$ cat src/rtl/branch_resolve_unit.sv
// branch_resolve_unit: holds in-flight predictions, resolves them in order, emits training updates and mispredict flushes
module branch_resolve_unit #(
  parameter int DEPTH = 4,
  parameter int PC_W  = 8,
  parameter int CNT_W = 16
) (
  input  logic                         clk,
  input  logic                         rst,
  input  logic                         pred_valid,
  input  logic                         pred_taken,
  input  logic [PC_W-1:0]              pred_pc,
  output logic                         pred_ready,
  input  logic                         res_valid,
  input  logic                         res_taken,
  output logic                         upd_valid,
  output logic                         upd_taken,
  output logic [PC_W-1:0]              upd_pc,
  output logic                         mispredict,
  output logic [$clog2(DEPTH+1)-1:0]   occupancy,
  output logic                         res_error,
  output logic [CNT_W-1:0]             branch_cnt,
  output logic [CNT_W-1:0]             mispred_cnt
);
  localparam int AW = $clog2(DEPTH);
  localparam int OW = $clog2(DEPTH+1);
  typedef enum logic {S_IDLE, S_TRACK} state_t;
  state_t            r_state, w_state_nxt;
  logic [AW:0]       r_wp, r_rp, w_wp_nxt, w_rp_nxt, w_occ;
  logic              r_taken [DEPTH];
  logic [PC_W-1:0]   r_pc [DEPTH];
  logic              w_full, w_empty, w_push, w_pop, w_mis, w_last;
  logic              r_upd_valid, r_upd_taken, r_mis, r_err;
  logic [PC_W-1:0]   r_upd_pc;
  logic [CNT_W-1:0]  r_bcnt, r_mcnt;

  assign w_occ      = r_wp - r_rp;
  assign w_full     = (r_wp[AW] != r_rp[AW]) && (r_wp[AW-1:0] == r_rp[AW-1:0]);
  assign w_push     = pred_valid && !w_full;
  assign w_pop      = res_valid && !w_empty;
  assign w_mis      = w_pop && (r_taken[r_rp[AW-1:0]] != res_taken);
  assign w_last     = w_occ == (AW+1)'(1);
  // A flush collapses the queue onto the post-pop read pointer, discarding any same-cycle push
  assign w_rp_nxt   = r_rp + (AW+1)'(w_pop);
  assign w_wp_nxt   = w_mis ? w_rp_nxt : r_wp + (AW+1)'(w_push);
  assign pred_ready = !w_full;
  assign occupancy  = OW'(w_occ);
  assign upd_valid  = r_upd_valid;
  assign upd_taken  = r_upd_taken;
  assign upd_pc     = r_upd_pc;
  assign mispredict = r_mis;
  assign res_error  = r_err;
  assign branch_cnt = r_bcnt;
  assign mispred_cnt = r_mcnt;

  // Control state register
  always_ff @(posedge clk or posedge rst)
    if (rst) r_state <= S_IDLE;
    else     r_state <= w_state_nxt;

  // Next state: a push leaves IDLE; a flush or draining the last entry returns to it
  always_comb begin
    w_state_nxt = r_state;
    if (r_state == S_IDLE) w_state_nxt = w_push ? S_TRACK : S_IDLE;
    else w_state_nxt = (w_mis || (w_pop && !w_push && w_last)) ? S_IDLE : S_TRACK;
  end

  // FSM output: the queue is empty exactly while the control sits in IDLE
  always_comb w_empty = r_state == S_IDLE;

  // Pointers, resolution outputs, sticky error and saturating statistics
  always_ff @(posedge clk or posedge rst)
    if (rst) begin
      r_wp        <= '0;
      r_rp        <= '0;
      r_upd_valid <= 1'b0;
      r_upd_taken <= 1'b0;
      r_upd_pc    <= '0;
      r_mis       <= 1'b0;
      r_err       <= 1'b0;
      r_bcnt      <= '0;
      r_mcnt      <= '0;
    end else begin
      r_wp        <= w_wp_nxt;
      r_rp        <= w_rp_nxt;
      r_upd_valid <= w_pop;
      r_mis       <= w_mis;
      r_err       <= r_err || (res_valid && w_empty);
      if (w_pop) begin
        r_upd_taken <= res_taken;
        r_upd_pc    <= r_pc[r_rp[AW-1:0]];
      end
      if (w_pop && !(&r_bcnt)) r_bcnt <= r_bcnt + CNT_W'(1);
      if (w_mis && !(&r_mcnt)) r_mcnt <= r_mcnt + CNT_W'(1);
    end

  // Queue storage needs no reset: entries are only read between the pointers
  always_ff @(posedge clk)
    if (w_push) begin
      r_taken[r_wp[AW-1:0]] <= pred_taken;
      r_pc[r_wp[AW-1:0]]    <= pred_pc;
    end
endmodule

$ cat config.mk
export PLATFORM = sky130hd
export DESIGN_NAME = branch_resolve_unit
export DESIGN_NICKNAME = d
export VERILOG_FILES = /design/src/rtl/branch_resolve_unit.sv
export SDC_FILE = /design/constraint.sdc
export NUM_CORES = 1
export LEC_CHECK = 0
export CORE_AREA = 2 2 86 88
export DETAILED_ROUTE_END_ITERATION = 10
export DIE_AREA = 0 0 88 90
export PLACE_DENSITY = 0.89
export SYNTH_ARGS = -nofsm -noshare
export SYNTH_HDL_FRONTEND = slang
export SYNTH_SLANG_ARGS = --single-unit
$ cat constraint.sdc
create_clock -name clk -period 2.65 [get_ports clk]
set_input_delay 0.6625 -clock clk [delete_from_list [all_inputs] [get_ports clk]]
set_output_delay 0.6625 -clock clk [all_outputs]
set_load 0.01 [all_outputs]
; ---- Word level (Yosys, flattened, before mapping)
; Memory sizes are Yosys's and may differ from the RTL's. A register that Yosys moved wholly into a read port is not among the register bits.
; Index checks and enable logic that the tools add are counted.
[op_classes]
add_sub_neg = 5
mul = 0
div = 0
magnitude_cmp = 0
eq_ne = 4
shifts = 0
muxes = 5
bitwise = 1
n_reduce_logical = 17
[ops]
columns = op, n
row1 = $add 16x1->16 const B, 2
row2 = $reduce_and 16->1, 2
row3 = $logic_and 1x1->1, 9
row4 = $add 3x1->3, 2
row5 = $logic_not 1->1, 4
row6 = $mux 1, 4
row7 = $eq 3x1->1 const B, 1
row8 = $mux 3, 1
row9 = $sub 3x3->3, 1
row10 = $eq 2x2->1, 1
row11 = $logic_or 1x1->1, 2
row12 = $ne 1x1->1, 2
row13 = $not 1->1, 1
[word_totals]
regBits = 43
latch_bits = 0
ramBits = 36
romBits = 0
inputBits = 14
output_inout_bits = 48
elab_cells = 43
n_memories = 2
[mem_list]
columns = name, words, width, rd, rd_ports_with_merged_regs, wr, line
row1 = r_pc, 4, 8, 1, 1, 1, 30  ; logic [PC_W-1:0] r_pc [DEPTH];
row2 = r_taken, 4, 1, 1, 0, 1, 29  ; logic r_taken [DEPTH];

; ---- Depth between registers and ports, before layout
[logic_depth]
depth_word = 10
depth_mapped = 10

; ---- Worst setup path before layout
; OpenSTA, ideal clock, no wires.
[synth_timing]
path_type = register -> register
from = reg r_rp[1]
to = mem r_pc[0][0], enable pin
arrival_ps = 1834
setup_slack_ps = 429
path_stages_with_launch = 7
path_buffers = 1
cell_sequence = dfrtp_1 -> buf_2 -> inv_1 -> ha_1 -> nand3_1 -> nand2_1 -> nor3_1
[synth_via]
elab_chain_cells = 6
[synth_rtl]
columns = item, line
row1 = "start, declared", 28  ; logic [AW:0] r_wp, r_rp, w_wp_nxt, w_rp_nxt, w_occ;
row2 = "start signal, assigned", 84  ; r_rp <= w_rp_nxt;
row3 = $eq 2x2->1, 37  ; assign w_full = (r_wp[AW] != r_rp[AW]) && (r_wp[AW-1:0] == r_rp[AW-1:0]);
row4 = $logic_and 1x1->1, 37
row5 = $logic_not 1->1, --
row6 = named net pred_ready, 12  ; output logic pred_ready,
row7 = $logic_and 1x1->1, 38  ; assign w_push = pred_valid && !w_full;
row8 = $mux 1, 98  ; if (w_push) begin
row9 = $mux 1 (implied by the code), 100  ; r_pc[r_wp[AW-1:0]] <= pred_pc;
row10 = "end, declared", 30
; The timed path passes the listed nets, and every way through them passes these cells.

; ---- Worst setup path after layout
[layout_timing]
from = reg r_rp[1]
to = out pred_ready
[layout_via]
elab_chain_cells = 3
[layout_rtl]
columns = item, line
row1 = $eq 2x2->1, 37
row2 = $logic_and 1x1->1, 37
row3 = $logic_not 1->1, 45  ; assign pred_ready = !w_full;
row4 = "end, declared", 12
; Every way passes these cells.

==> results.md <==
* Rows at 31
* Switching Fraction at 31.3%
* CORE AREA at 7020 um^2
* Setup TNS at 0 ns
* HP Class: reg -> reg
* Leakage at 1.89 nW
* Detailed placement HPWL at 4.65 mm
* Worst Path Required at 1.99 ns
* RSZ-0062 raised after global routing: no
* Crit-path cells: buf_6 -> inv_1 -> ha_1 -> nand3_1 -> clkdlybuf4s50_1
* Max Freq at 389 MHz
* Share of layout cells above drive strength 1 at 16.3%
* Via density at 5.22
* Final #Nets at 350
* Port Buffers at 61
* DRT antenna net count at 0
* Post-Place Cells at 414
* Worst slew margin at 41.1%
* Synth area leaders: dfrtp_1 (35%), edfxtp_1 (30%), xnor2_1 (5.5%), mux4_1 (4.3%), mux2_2 (4.0%)
* Largest net degree at the start of global routing at 52
* Status: finished, final reports clean
* Die X-Extent at 88 um
* Total CTS buffers at 9
* Routed wire per std cell at 15.9 um
* Yosys top cell area share at 35.0%
* Seq cells post-synth at 87
* Clock Sinks at 87
* Gate count after technology mapping at 245
* Period utilization at 96.9%
* Number of global-route vias before repair at 2284
* Top_reg_cell synth: dfrtp_1
* GR Util All Layers at 18.9%
* Sequential fraction of the synthesis area at 64.6%
* Async SR Flop Fraction at 58.6%
* Min cycle time layout at 2.57 ns
* Crit path arrival time at 1.91 ns
* Least-Margin Pin Slew at 0.875 ns
* Clock group share of total power at 23.5%
* Root buf cell: clkbuf_8
* Area leader, netlist: dfrtp_1
* # DRC at 0
* GRT overflow at 0
* Mapped Area at 3650 um^2
* First drt pass iteration count at 4
* Hold_ws at 0.486 ns
* Synth warnings at 0
* Cell variety after synth at 35
* H-tree depth at 3
* EDFF count, synth at 36
* Final Setup Violations at 0
* MaxCap Viol Count at 0
* Placer Congestion at 0.827
* Slowest CP cell: clkdlybuf4s50_1
* DIE AREA at 7920 um^2
* Ant diodes at 0
* Pwr/cell area at 1030 nW/um^2
* Clock transition at path regs at 0.09 ns
* Max stage delay on crit path at 0.54 ns
* Critical Path Start Type: flip-flop
* Worst r2r path cells at 6
* CTS tree: built
* # IOs at 62
* Avg Inst Size Synth at 14.9 um^2
* CP Depth at 5
* Hold path depth at 1
* Vias after detailed routing at 2251
* Clock latency on the worst-skew pair at 0.36 ns
* Die Height at 90 um
* WP buf/inv at 3
* Syn Nets at 268
* Post-layout total power at 4.84 mW
* Starting Density at 52.0%
* Final cell count without fillers at 431
* Initial antenna violation count at 0
* NetSw at 1.51 mW
* Max Fanout on Critical Path at 11
* Max-slew violation count at 0
* Clk_skew at 0.0106 ns
* WL final at 6.86 mm
* Area Overhead vs Synth at 29.4%
* Sequential share of power at 41.0%
* Critical path's top delay family: buffers and inverters
* Final Hold Fails at 0
* Starting DRT DRC Count at 144
* Worst setup EP type: output port
* Combinational fraction of design power at 35.5%
* CP Class: reg -> out
* Pint at 3.33 mW
* Peak supply drop at 622 uV
* CTS Hold Buffers Added at 0
* First-pass GRT wire length at 11.2 mm
* Clock Path Buffers at 2
[flip-flops by register name, summed over array words and instances, names as in the netlist]
name	cells
r_taken	4
mispred_cnt	16
r_rp	3
upd_taken	1
r_state	1
upd_pc	8
upd_valid	1
r_pc	32
r_wp	3
res_error	1
branch_cnt	16
mispredict	1
[final cells by class]
type	count	area, um^2
clock buffer	9	124
clock inverter	7	125
fill	509	2300
inverter	12	45.0
multi-input combinational	144	1230
sequential	87	2360
tap	99	124
timing repair buffer	73	716
[cell usage after synthesis (3+ instances only)]
master    count
xor2_1        9
a21oi_1       3
nor4_1        3
mux2_2       13
nand3_1      12
dfrtp_1      51
mux4_1        6
nor2_1        9
and3_1        6
xnor2_1      23
nor3_1        5
mux4_2        3
nor2_2        3
inv_1        11
nand2_1      17
edfxtp_1     36
nand4_1      10
ha_1          8
[cells in the final DEF, fill, tap and decap left out, drive strengths merged, types with 3 or more instances in the layout]
cell type / instances
clkdlybuf4s50: 59
dfrtp: 51
edfxtp: 36
xnor2: 24
nand2: 17
inv: 15
mux2: 13
nand3: 12
buf: 12
nor2: 12
nand4: 10
xor2: 9
clkbuf: 9
mux4: 9
ha: 8
and3: 6
nor3: 6
nor4: 4
a21oi: 3
bufinv: 3
[kinds of logic after synthesis]
logic type	share of synthesized area (%)
compound gates	1.17
xor+xnor	8.13
fa+ha+maj	3.29
buf+inv	1.68
flops	64.6
mux	10.2
simple gates	10.9
[power by group through the flow]
stage               registers, mW  clock network [mW]  logic (mW)
finish                       1.98                1.14        1.72
global route                 2.03                1.22        1.85
CTS                          1.99                1.16        1.72
detailed placement           2.01                   0        1.74
global placement             1.99                   0        1.68
floorplan                    2.04                   0       0.900
[final timing paths]
| path | from | slack (ns) | endpoint |
|---|---|---|---|
| worst max-delay path | r_rp[1]$_DFF_PP0_ | 0.08 | pred_ready |
| worst min-delay path | res_error$_DFF_PP0_ | 0.49 | res_error$_DFF_PP0_ |
| worst max register to register | r_rp[0]$_DFF_PP0_ | 0.41 | mispred_cnt[5]$_DFFE_PP0P_ |
| worst min register to register | res_error$_DFF_PP0_ | 0.49 | res_error$_DFF_PP0_ |
| max in group asynchronous | rst | 1.75 | upd_taken$_DFFE_PP0P_ |
| min in group asynchronous | rst | 0.64 | upd_pc[0]$_DFFE_PP0P_ |
[metal layers]
metal	up-vias	part of all wire (%)	global-route usage (%)
met2	47	52	30.6
met5	-	0	0
met1	1127	43	24.8
met4	0	1.7	7.82
met3	11	3.1	3.76
li1	1066	-	-
[worst reg2reg max path: stages (launching register included)]
cell	delay, ns
dfrtp_1	0.38
buf_4	0.22
mux4_2	0.55
xnor2_2	0.20
nor4_4	0.46
nand4_1	0.18
xnor2_1	0.15
[through the flow]
stage	util [%]	setup WS, ns	instance area [um^2]
final	67.2	0.0823	4720
after floorplan	-	0.429	3650
after global routing	67.2	0.00792	4720
after detailed placement	63.5	0.0731	4460
after global placement	63.5	0.150	4460
after CTS	67.2	0.0317	4710
[what timing repair did]
action                                  4_1_cts  5_1_grt
endpoints found under the setup margin        2        2
endpoints found under the hold margin         0        0
gates cloned                                  0        0
setup buffers                                 1        0
resized for setup                             2        2
Power figures use the tool's default switching activity.
==> patch (same flow settings) <==
`PC_W`: 8 -> 12.
--- a/src/rtl/branch_resolve_unit.sv
+++ b/src/rtl/branch_resolve_unit.sv
@@ -1,7 +1,7 @@
 // branch_resolve_unit: holds in-flight predictions, resolves them in order, emits training updates and mispredict flushes
 module branch_resolve_unit #(
   parameter int DEPTH = 4,
-  parameter int PC_W  = 8,
+  parameter int PC_W  = 12,
   parameter int CNT_W = 16
 ) (
   input  logic                         clk,
Ports: changed (resized pred_pc and upd_pc); port bits go from 62 to 70. No check against the original RTL was run, so the function may have changed too.
==> patch against the original RTL <==
  * Global-route usage up 6.6 points
  * Die area unchanged
  * Setup slack worse by 0.0067 ns
  * Combinational power grew 24%
  * Wire length increased by 34%
  * Clock skew grew 0.0050 ns
  * Sequential cell count up 20
  * Total power grew 16%
  * Sequential share of layout area grew 2.4 points
  * Synthesized area up 23%
  * Final area up 19%
  * Largest cell class unchanged
==> patch: results (changes against the original RTL) <==
routing:
  drt-initial-drc-count: 216  # +50%
  wl_mm: 9.19  # +34%
  vias: 2904  # +29%
  routedWlPerCell_um: 18.1  # +14%
  dr.pass1.iters: 4  # unchanged
global_routing:
  grt_max_degree: 30  # -42%
  grt_antenna_before_repair: 0  # unchanged
  globalRoute.totalOverflow: 0  # unchanged
  grt_usage_pct: 25.5  # +6.6 points
  grt_pass1_wl_mm: 15.3  # +36%
  grt_pass1_vias: 3060  # +34%
place:
  post_dp_cell_area_mm2: 0.00538  # +21%
  dpl.hpwl_mm: 6.40  # +38%
  placed_cells_incl_taps: 490  # +18%
  dp_slack_ns: 0.169  # +0.0963 ns
  gp_congestion: 0.912  # +10%
  portBuffers: 69  # +13%
logic_synthesis:
  synth_ff_type: "dfrtp_1"
  synth_edf_count: 52  # +44%
  synth-xor-area-share_pct: 6.61  # -1.5 points
  synth-compound-area-share_pct: 1.67  # +0.51 points
  syn_nets: 343  # +28%
  muxShareOfSynthArea_pct: 7.86  # -2.3 points
  synth_area_leaders: "edfxtp_1 (35%), dfrtp_1 (31%), xor2_1 (6.0%)"
  synth.distinct_cells: 42  # +20%
  synth_seq_area_share_pct: 65.5  # +0.83 points
  synth_most_common_cell: "nand2_1"
  syn_inst: 316  # +29%
  synth_adder_area_share_pct: 2.68  # -0.62 points
  yosys-top-cells-count: "nand2_1 (56), dfrtp_1 (55), edfxtp_1 (52)"
  async_flop_share_pct: 51.4  # -7.2 points
cells_and_area:
  finalNetCount: 431  # +23%
  fill_cells: 396  # -22%
  largest_register_ffs: 48  # +50%
  antennaDiodeCount: 0  # unchanged
  drive_above_1_share_pct: 15.6  # -0.62 points
critical_path:
  r2r_slack_ns: 0.32  # -0.09 ns
  r2r_start: "r_rp[0]$_DFF_PP0_"
  reg2reg_depth: 5  # -1
  crit_end: "pred_ready"
  crit_fanout: 15  # +4
  r2r-end: "mispred_cnt[1]$_DFFE_PP0P_"
clocking:
  cts_root_buffer: "clkbuf_8"
  clkSlewWorstSetupHoldPaths_ns: 0.11  # +0.02 ns
  cts_max_path_buffers: 2  # unchanged
pwr:
  peakVddDrop_mv: 0.655  # +5.2%
  leakage_nw: 2.34  # +24%
timing:
  skew_ns: 0.0156  # +0.00499 ns
  max_freq_ghz: 0.388  # -0.26%
  worst_slew_pin_slew_ns: 0.830  # -0.0452 ns
run_status:
  status: "finished, final reports clean"
hold_path:
  min_path_type: "register to register"
patch: report_power, final:
| part | internal [W] | switching (W) | total, W |
|---|---|---|---|
| clock network | 0.000378 | 0.000608 | 0.000985 |
| logic | 0.00106 | 0.00108 | 0.00214 |
| registers | 0.00219 | 0.000277 | 0.00247 |
| total | 0.00363 | 0.00197 | 0.00560 |
patch: timing repair:
action                     4_1_cts  5_1_grt
gates resized for setup          5        2
setup endpoints to repair        3        1
buffers inserted                 1        1
gates cloned                     0        0
patch: critical path, cell delays in order, from the launching register on:
cell and delay [ns]:
dfrtp_1 0.42, buf_12 0.17, inv_1 0.06, ha_1 0.28, nand3_1 0.09, clkdlybuf4s50_1 0.54
patch: how the worst min path moves through the flow:
stage                              from                  end  slack, ns
floorplan             r_rp[2]$_DFF_PP0_    r_rp[2]$_DFF_PP0_       0.47
global placement    res_error$_DFF_PP0_  res_error$_DFF_PP0_       0.44
detailed placement  res_error$_DFF_PP0_  res_error$_DFF_PP0_       0.46
CTS                 res_error$_DFF_PP0_  res_error$_DFF_PP0_       0.48
global route        res_error$_DFF_PP0_  res_error$_DFF_PP0_       0.50
finish              res_error$_DFF_PP0_  res_error$_DFF_PP0_       0.49
patch: area by class of cell:
cell class / count / area, um^2 / area share [%]
flip-flops and latches: 107 / 2940 / 52.4
multi-input cells: 193 / 1500 / 26.7
repair buffers: 83 / 806 / 14.4
clock buffers: 9 / 124 / 2.21
well taps: 99 / 124 / 2.21
clock inverters: 7 / 81.3 / 1.45
inverters: 10 / 37.5 / 0.669
patch: per-layer routing:
layer	GRT usage, %	up-vias	part of all wire, %
met5	0	-	0
met4	9.74	0	2.4
met3	5.14	22	4.1
met2	41.9	93	54
met1	33.4	1462	40
li1	-	1327	-
